[src/rtl/gfx_cmd_issuer.sv]
// Command issuer for the graphics-unit command bus.
// The CPU writes {wait, data} entries into a FIFO. The FSM replays them as
// single-cycle strobes with at least GAP idle cycles between strobes. Issue can
// optionally be confined to a window after each frame interrupt. A flagged
// entry can hold off further issue until the completion interrupt returns or a
// timeout expires.
//
// state    | meaning
// ---------+------------------------------------------------------------
// ST_IDLE  | waiting for a queued entry while the issue window is open
// ST_ISSUE | strobe cycle: out_start high, out_data valid
// ST_GAP   | enforcing idle spacing before the next strobe
// ST_WAIT  | flagged entry issued; waiting for done_irq or timeout
module gfx_cmd_issuer #(
    parameter int DEPTH   = 16,
    parameter int GAP     = 4,
    parameter int WINDOW  = 2048,
    parameter int TIMEOUT = 65535
) (
    input  logic                   clk_i,
    input  logic                   rst_ni,
    input  logic                   cpu_w_i,
    input  logic [23:0]            cpu_data_i,
    input  logic                   cpu_wait_i,
    input  logic                   sync_en_i,
    input  logic                   frame_irq_i,
    input  logic                   done_irq_i,
    input  logic                   err_clr_i,
    output logic                   cpu_full_o,
    output logic [$clog2(DEPTH):0] level_o,
    output logic [23:0]            out_data_o,
    output logic                   out_start_o,
    output logic                   busy_o,
    output logic                   overflow_o,
    output logic                   timeout_err_o
);

    localparam int AW = $clog2(DEPTH);
    localparam int LW = AW + 1;
    localparam logic [LW-1:0] LEVEL_FULL = LW'(DEPTH);
    localparam logic [15:0]   WIN_LOAD   = 16'(WINDOW);
    localparam logic [7:0]    GAP_LOAD   = 8'(GAP);
    localparam logic [15:0]   TMO_LOAD   = 16'(TIMEOUT);

    typedef enum logic [1:0] {
        ST_IDLE  = 2'd0,
        ST_ISSUE = 2'd1,
        ST_GAP   = 2'd2,
        ST_WAIT  = 2'd3
    } state_t;

    logic [24:0]   mem_q [DEPTH];
    logic [AW-1:0] wr_ptr_q;
    logic [AW-1:0] rd_ptr_q;
    logic [LW-1:0] level_q;
    logic [LW-1:0] level_d;
    logic          full_q;
    logic          overflow_q;
    logic [15:0]   win_cnt_q;
    state_t        state_q;
    logic [7:0]    gap_cnt_q;
    logic [15:0]   wait_cnt_q;
    logic          wait_flag_q;
    logic [23:0]   out_data_q;
    logic          out_start_q;
    logic          timeout_q;

    logic          push;
    logic          pop;
    logic          win_open;
    logic          fifo_empty;
    logic [24:0]   head;
    state_t        gap_next;

    assign fifo_empty = (level_q == '0);
    assign win_open   = !sync_en_i || (win_cnt_q != '0);
    assign push       = cpu_w_i && !full_q;
    assign pop        = (state_q == ST_IDLE) && !fifo_empty && win_open;
    assign head       = mem_q[rd_ptr_q];

    // With GAP of one, the ST_IDLE decision cycle alone provides the spacing.
    assign gap_next = (GAP == 1) ? ST_IDLE : ST_GAP;

    // Entry storage; pointers gate every read, so the array needs no reset.
    always_ff @(posedge clk_i) begin
        if (push) begin
            mem_q[wr_ptr_q] <= {cpu_wait_i, cpu_data_i};
        end
    end

    // Next occupancy; a simultaneous push and pop leaves it unchanged.
    always_comb begin
        level_d = level_q;
        case ({push, pop})
            2'b10:   level_d = level_q + 1'b1;
            2'b01:   level_d = level_q - 1'b1;
            default: level_d = level_q;
        endcase
    end

    // FIFO pointers, occupancy, registered full flag, and sticky overflow.
    always_ff @(posedge clk_i or negedge rst_ni) begin
        if (!rst_ni) begin
            wr_ptr_q   <= '0;
            rd_ptr_q   <= '0;
            level_q    <= '0;
            full_q     <= 1'b0;
            overflow_q <= 1'b0;
        end else begin
            if (push) begin
                wr_ptr_q <= wr_ptr_q + 1'b1;
            end
            if (pop) begin
                rd_ptr_q <= rd_ptr_q + 1'b1;
            end
            level_q <= level_d;
            full_q  <= (level_d == LEVEL_FULL);
            if (err_clr_i) begin
                overflow_q <= 1'b0;
            end
            if (cpu_w_i && full_q) begin
                overflow_q <= 1'b1;
            end
        end
    end

    // Issue window: a frame pulse reloads the counter, otherwise it drains to zero.
    always_ff @(posedge clk_i or negedge rst_ni) begin
        if (!rst_ni) begin
            win_cnt_q <= '0;
        end else if (frame_irq_i) begin
            win_cnt_q <= WIN_LOAD;
        end else if (win_cnt_q != '0) begin
            win_cnt_q <= win_cnt_q - 1'b1;
        end
    end

    // Issue sequencer with registered strobe, data, and sticky timeout flag.
    always_ff @(posedge clk_i or negedge rst_ni) begin
        if (!rst_ni) begin
            state_q     <= ST_IDLE;
            gap_cnt_q   <= '0;
            wait_cnt_q  <= '0;
            wait_flag_q <= 1'b0;
            out_data_q  <= '0;
            out_start_q <= 1'b0;
            timeout_q   <= 1'b0;
        end else begin
            out_start_q <= 1'b0;
            if (err_clr_i) begin
                timeout_q <= 1'b0;
            end
            case (state_q)
                ST_IDLE: begin
                    if (pop) begin
                        out_data_q  <= head[23:0];
                        out_start_q <= 1'b1;
                        wait_flag_q <= head[24];
                        state_q     <= ST_ISSUE;
                    end
                end
                ST_ISSUE: begin
                    // done_irq is deliberately ignored here, in the strobe cycle.
                    if (wait_flag_q) begin
                        wait_cnt_q <= TMO_LOAD;
                        state_q    <= ST_WAIT;
                    end else begin
                        gap_cnt_q <= GAP_LOAD;
                        state_q   <= gap_next;
                    end
                end
                ST_GAP: begin
                    gap_cnt_q <= gap_cnt_q - 1'b1;
                    if (gap_cnt_q <= 8'd2) begin
                        state_q <= ST_IDLE;
                    end
                end
                ST_WAIT: begin
                    if (done_irq_i) begin
                        gap_cnt_q <= GAP_LOAD;
                        state_q   <= gap_next;
                    end else if (wait_cnt_q == 16'd1) begin
                        timeout_q <= 1'b1;
                        gap_cnt_q <= GAP_LOAD;
                        state_q   <= gap_next;
                    end else begin
                        wait_cnt_q <= wait_cnt_q - 1'b1;
                    end
                end
                default: state_q <= ST_IDLE;
            endcase
        end
    end

    assign cpu_full_o    = full_q;
    assign level_o       = level_q;
    assign out_data_o    = out_data_q;
    assign out_start_o   = out_start_q;
    assign busy_o        = (state_q != ST_IDLE) || !fifo_empty;
    assign overflow_o    = overflow_q;
    assign timeout_err_o = timeout_q;

endmodule

[config.mk]
export PLATFORM = sky130hd
export DESIGN_NAME = gfx_cmd_issuer
export DESIGN_NICKNAME = d
export VERILOG_FILES = /design/src/rtl/gfx_cmd_issuer.sv
export SDC_FILE = /design/constraint.sdc
export NUM_CORES = 1
export LEC_CHECK = 0
export ABC_CLOCK_PERIOD_IN_PS = 4800
export BUFFER_PORTS_ARGS = -buffer_cell sky130_fd_sc_hd__clkbuf_2
export CAP_MARGIN = 10
export CORE_MARGIN = 2
export CORE_UTILIZATION = 61
export DETAILED_ROUTE_END_ITERATION = 8
export PLACE_DENSITY_LB_ADDON = 0.12
export SLEW_MARGIN = 20
export SYNTH_ARGS = -nofsm -noshare
export SYNTH_HDL_FRONTEND = slang
export SYNTH_SLANG_ARGS = --single-unit
[constraint.sdc]
create_clock -name clk_i -period 4.8 [get_ports clk_i]
set_clock_uncertainty 0.2 [all_clocks]
set_input_delay 0.72 -clock clk_i [delete_from_list [all_inputs] [get_ports clk_i]]
set_output_delay 0.72 -clock clk_i [all_outputs]
set_load 0.01 [all_outputs]
==> results.toml <==
[setup_path]
timing.rr.end = "cpu_full_o$_DFF_PN0_"
crit_fanout = 6
rrSetupSlack_ns = 1.57
reg2reg_depth = 11
start_kind = "register"
required_ns = 5.04
end_kind = "register"
reg2reg_from = "level_o[0]$_DFF_PN0_"
critPathKind = "register to register"
critPathArrivalTime_ns = 3.48

[logic_synthesis]
synthTopCellsByCount = "edfxtp_1, mux4_2, nand2_1, dfrtp_1, nor2_1"
async_flop_share_pct = 17.36
ys_types = 59
netlist_area_sq_um = 19190
yosysMostFrequentCell = "edfxtp_1"
yosysTopAreaCellShare_pct = 62.58
synthFlopType = "edfxtp_1"
ys_warn_count = 0
synth.net_count = 1061
synth_seq_cells = 484
avgSynthCellArea_sq_um = 18.89
synth.area.top_cells = "edfxtp_1, mux4_2, dfrtp_1"
synthCells = 1016
synth_edf_count = 400
synth_largest_area_cell = "edfxtp_1"
ys_seq_area_share_pct = 73.53

[routing]
first_pass_iters = 5
vias = 9483
wl_per_cell_um = 24.70
drcViolationCount = 0
ant_nets = 0
wl_um = 38020
vias_per_cell = 6.162
drt-initial-drc-count = 927

[sta]
relSlewSlack_pct = 24.09
finalHoldViolCount = 0
period_share_pct = 67.38
worst_pin_slew_ns = 1.136
slew_viol_final = 0
rsz0062_at_grt = "false"
setup_viol = 0
setup_tns_ns = 0
max_clock_freq_mhz = 309.2
period_minus_slack_ns = 3.234

[floorplan]
rows = 64
die_y_um = 181.4
core_sq_um = 30750
die_area_sq_um = 32900
ioPinCount = 66
start_util_pct = 62.42
die_x_um = 181.4

[layout]
diodes = 0
drive_gt1_share_pct = 27.65
nets = 1148
area_growth_pct = 13.31

[cts]
cts_root_buffer = "clkbuf_16"
cts_sinks = 484
ctsResizeCount = 0
cts.reportedPaths.clkPinSlew_ns = 0.06
cts_max_level = 2
postCtsSetupBuffers = 0
cts_inserted_buffers = 48
clock_path_buffers = 3
cts_tree = "yes"
clk_latency_ns = 0.56
cts-hold-fix-buffers = 0

[power_and_ir_drop]
p_leak_nw = 7.452
finalPower_mw = 12.92
power_density_nw_per_um2 = 593.9
ir_worst_vdd_mv = 0.4041

[min_path]
min_path_type = "input pin to async pin"

[global_route]
grt_busiest_layer = "met2"
grt_use_met3_pct = 3.470
antenna_found_initial = 0
grt_start_max_net_pins = 62
grt_use_met2_pct = 40.25
grt_overflow = 0
gr-usage-met1_pct = 34.34
track_usage_pct = 24.03
grt_pass1_wl_um = 58820
grt_pass1_vias = 9795

[job]
maxCapViolations = 0

[place]
place.gp.congestion = 0.8215
port_buffers = 65
dp_hpwl_um = 19870

[status]
status = "finished clean"
[area by class of cell]
class | instances | area, sq um
Fill cell | 1901 | 9000
Tap cell | 396 | 495.5
Clock inverter | 32 | 332.8
Sequential cell | 484 | 14120
Multi-Input combinational cell | 468 | 4932
Timing Repair Buffer | 82 | 525.5
Inverter | 19 | 71.32
Clock buffer | 58 | 1270
[metrics by stage]
step,hold slack [ns],instance area (sq um),worst slack [ns],std cells,utilization [%]
after floorplan,0.2244,19190,1.189,1016,-
after detailed placement,0.2627,20080,1.426,1446,65.30
after CTS,0.1217,21680,1.567,1536,70.51
final,0.08972,21750,1.566,1539,70.73
after global placement,0.2560,20080,1.521,1446,65.30
after global routing,0.1712,21750,1.294,1539,70.73
[layout by cell type (no fill, tap or decap), types with 8 or more instances in the layout]
cell       count
clkbuf_1       8
clkbuf_2      64
o21ai_0       14
clkbuf_16     49
nor2_1        34
xnor2_1       19
ha_1          13
nor2_4        12
inv_1         19
nand3_1       16
clkinv_2      12
clkinv_1      10
edfxtp_1     400
xor2_1        13
nand2_1      114
mux4_2       125
a21oi_1       17
dfrtp_1       81
buf_4         13
[registers in the layout, summed over array words and instances (netlist names), 2 cells and up]
name        cells
wr_ptr_q        4
gap_cnt_q       8
win_cnt_q      16
state_q         2
mem_q         400
out_data_o     24
level_o         5
wait_cnt_q     16
rd_ptr_q        4
[logic make-up after synthesis]
group / share of synthesized area (%)
XOR/XNOR: 1.460
AO/OA/AOI/OAI: 2.132
multiplexers: 14.83
buffers and inverters: 1.349
adder cells (fa/ha/maj): 0.8474
flip-flops: 73.53
AND/OR/NAND/NOR: 5.854
[worst max-delay path by stage]
stage | start | slack (ns) | endpoint
floorplan | cpu_w_i | 1.19 | mem_q[3][0]$_DFFE_PP_
global placement | cpu_w_i | 1.52 | cpu_full_o$_DFF_PN0_
detailed placement | cpu_w_i | 1.43 | cpu_full_o$_DFF_PN0_
CTS | level_o[0]$_DFF_PN0_ | 1.57 | cpu_full_o$_DFF_PN0_
global route | state_q[1]$_DFFE_PN0P_ | 1.29 | cpu_full_o$_DFF_PN0_
finish | level_o[0]$_DFF_PN0_ | 1.57 | cpu_full_o$_DFF_PN0_
[worst max-delay path, stage by stage (launching register included)]
cell and delay [ns]:
dfrtp_1 0.45, or4_4 0.58, o21ai_4 0.21, a211oi_4 0.08, xor2_1 0.17, ha_1 0.21
a21oi_1 0.35, nand3_1 0.13, a211o_1 0.27, nand3_1 0.09, o41ai_2 0.09, nor4bb_2 0.28
[routing by layer]
metal / vias up / wire [um]
met5: - / 0
met4: 0 / 674
met3: 57 / 1998
met2: 304 / 19360
met1: 4920 / 15990
li1: 4202 / -
[report_power, final]
group	leakage [nW]	internal, mW	switching (mW)
Combinational	2.06	1.70	1.73
Sequential	4.61	5.18	0.521
Clock	0.788	2.22	1.56
Note: power is estimated with default switching activity, not from simulation.
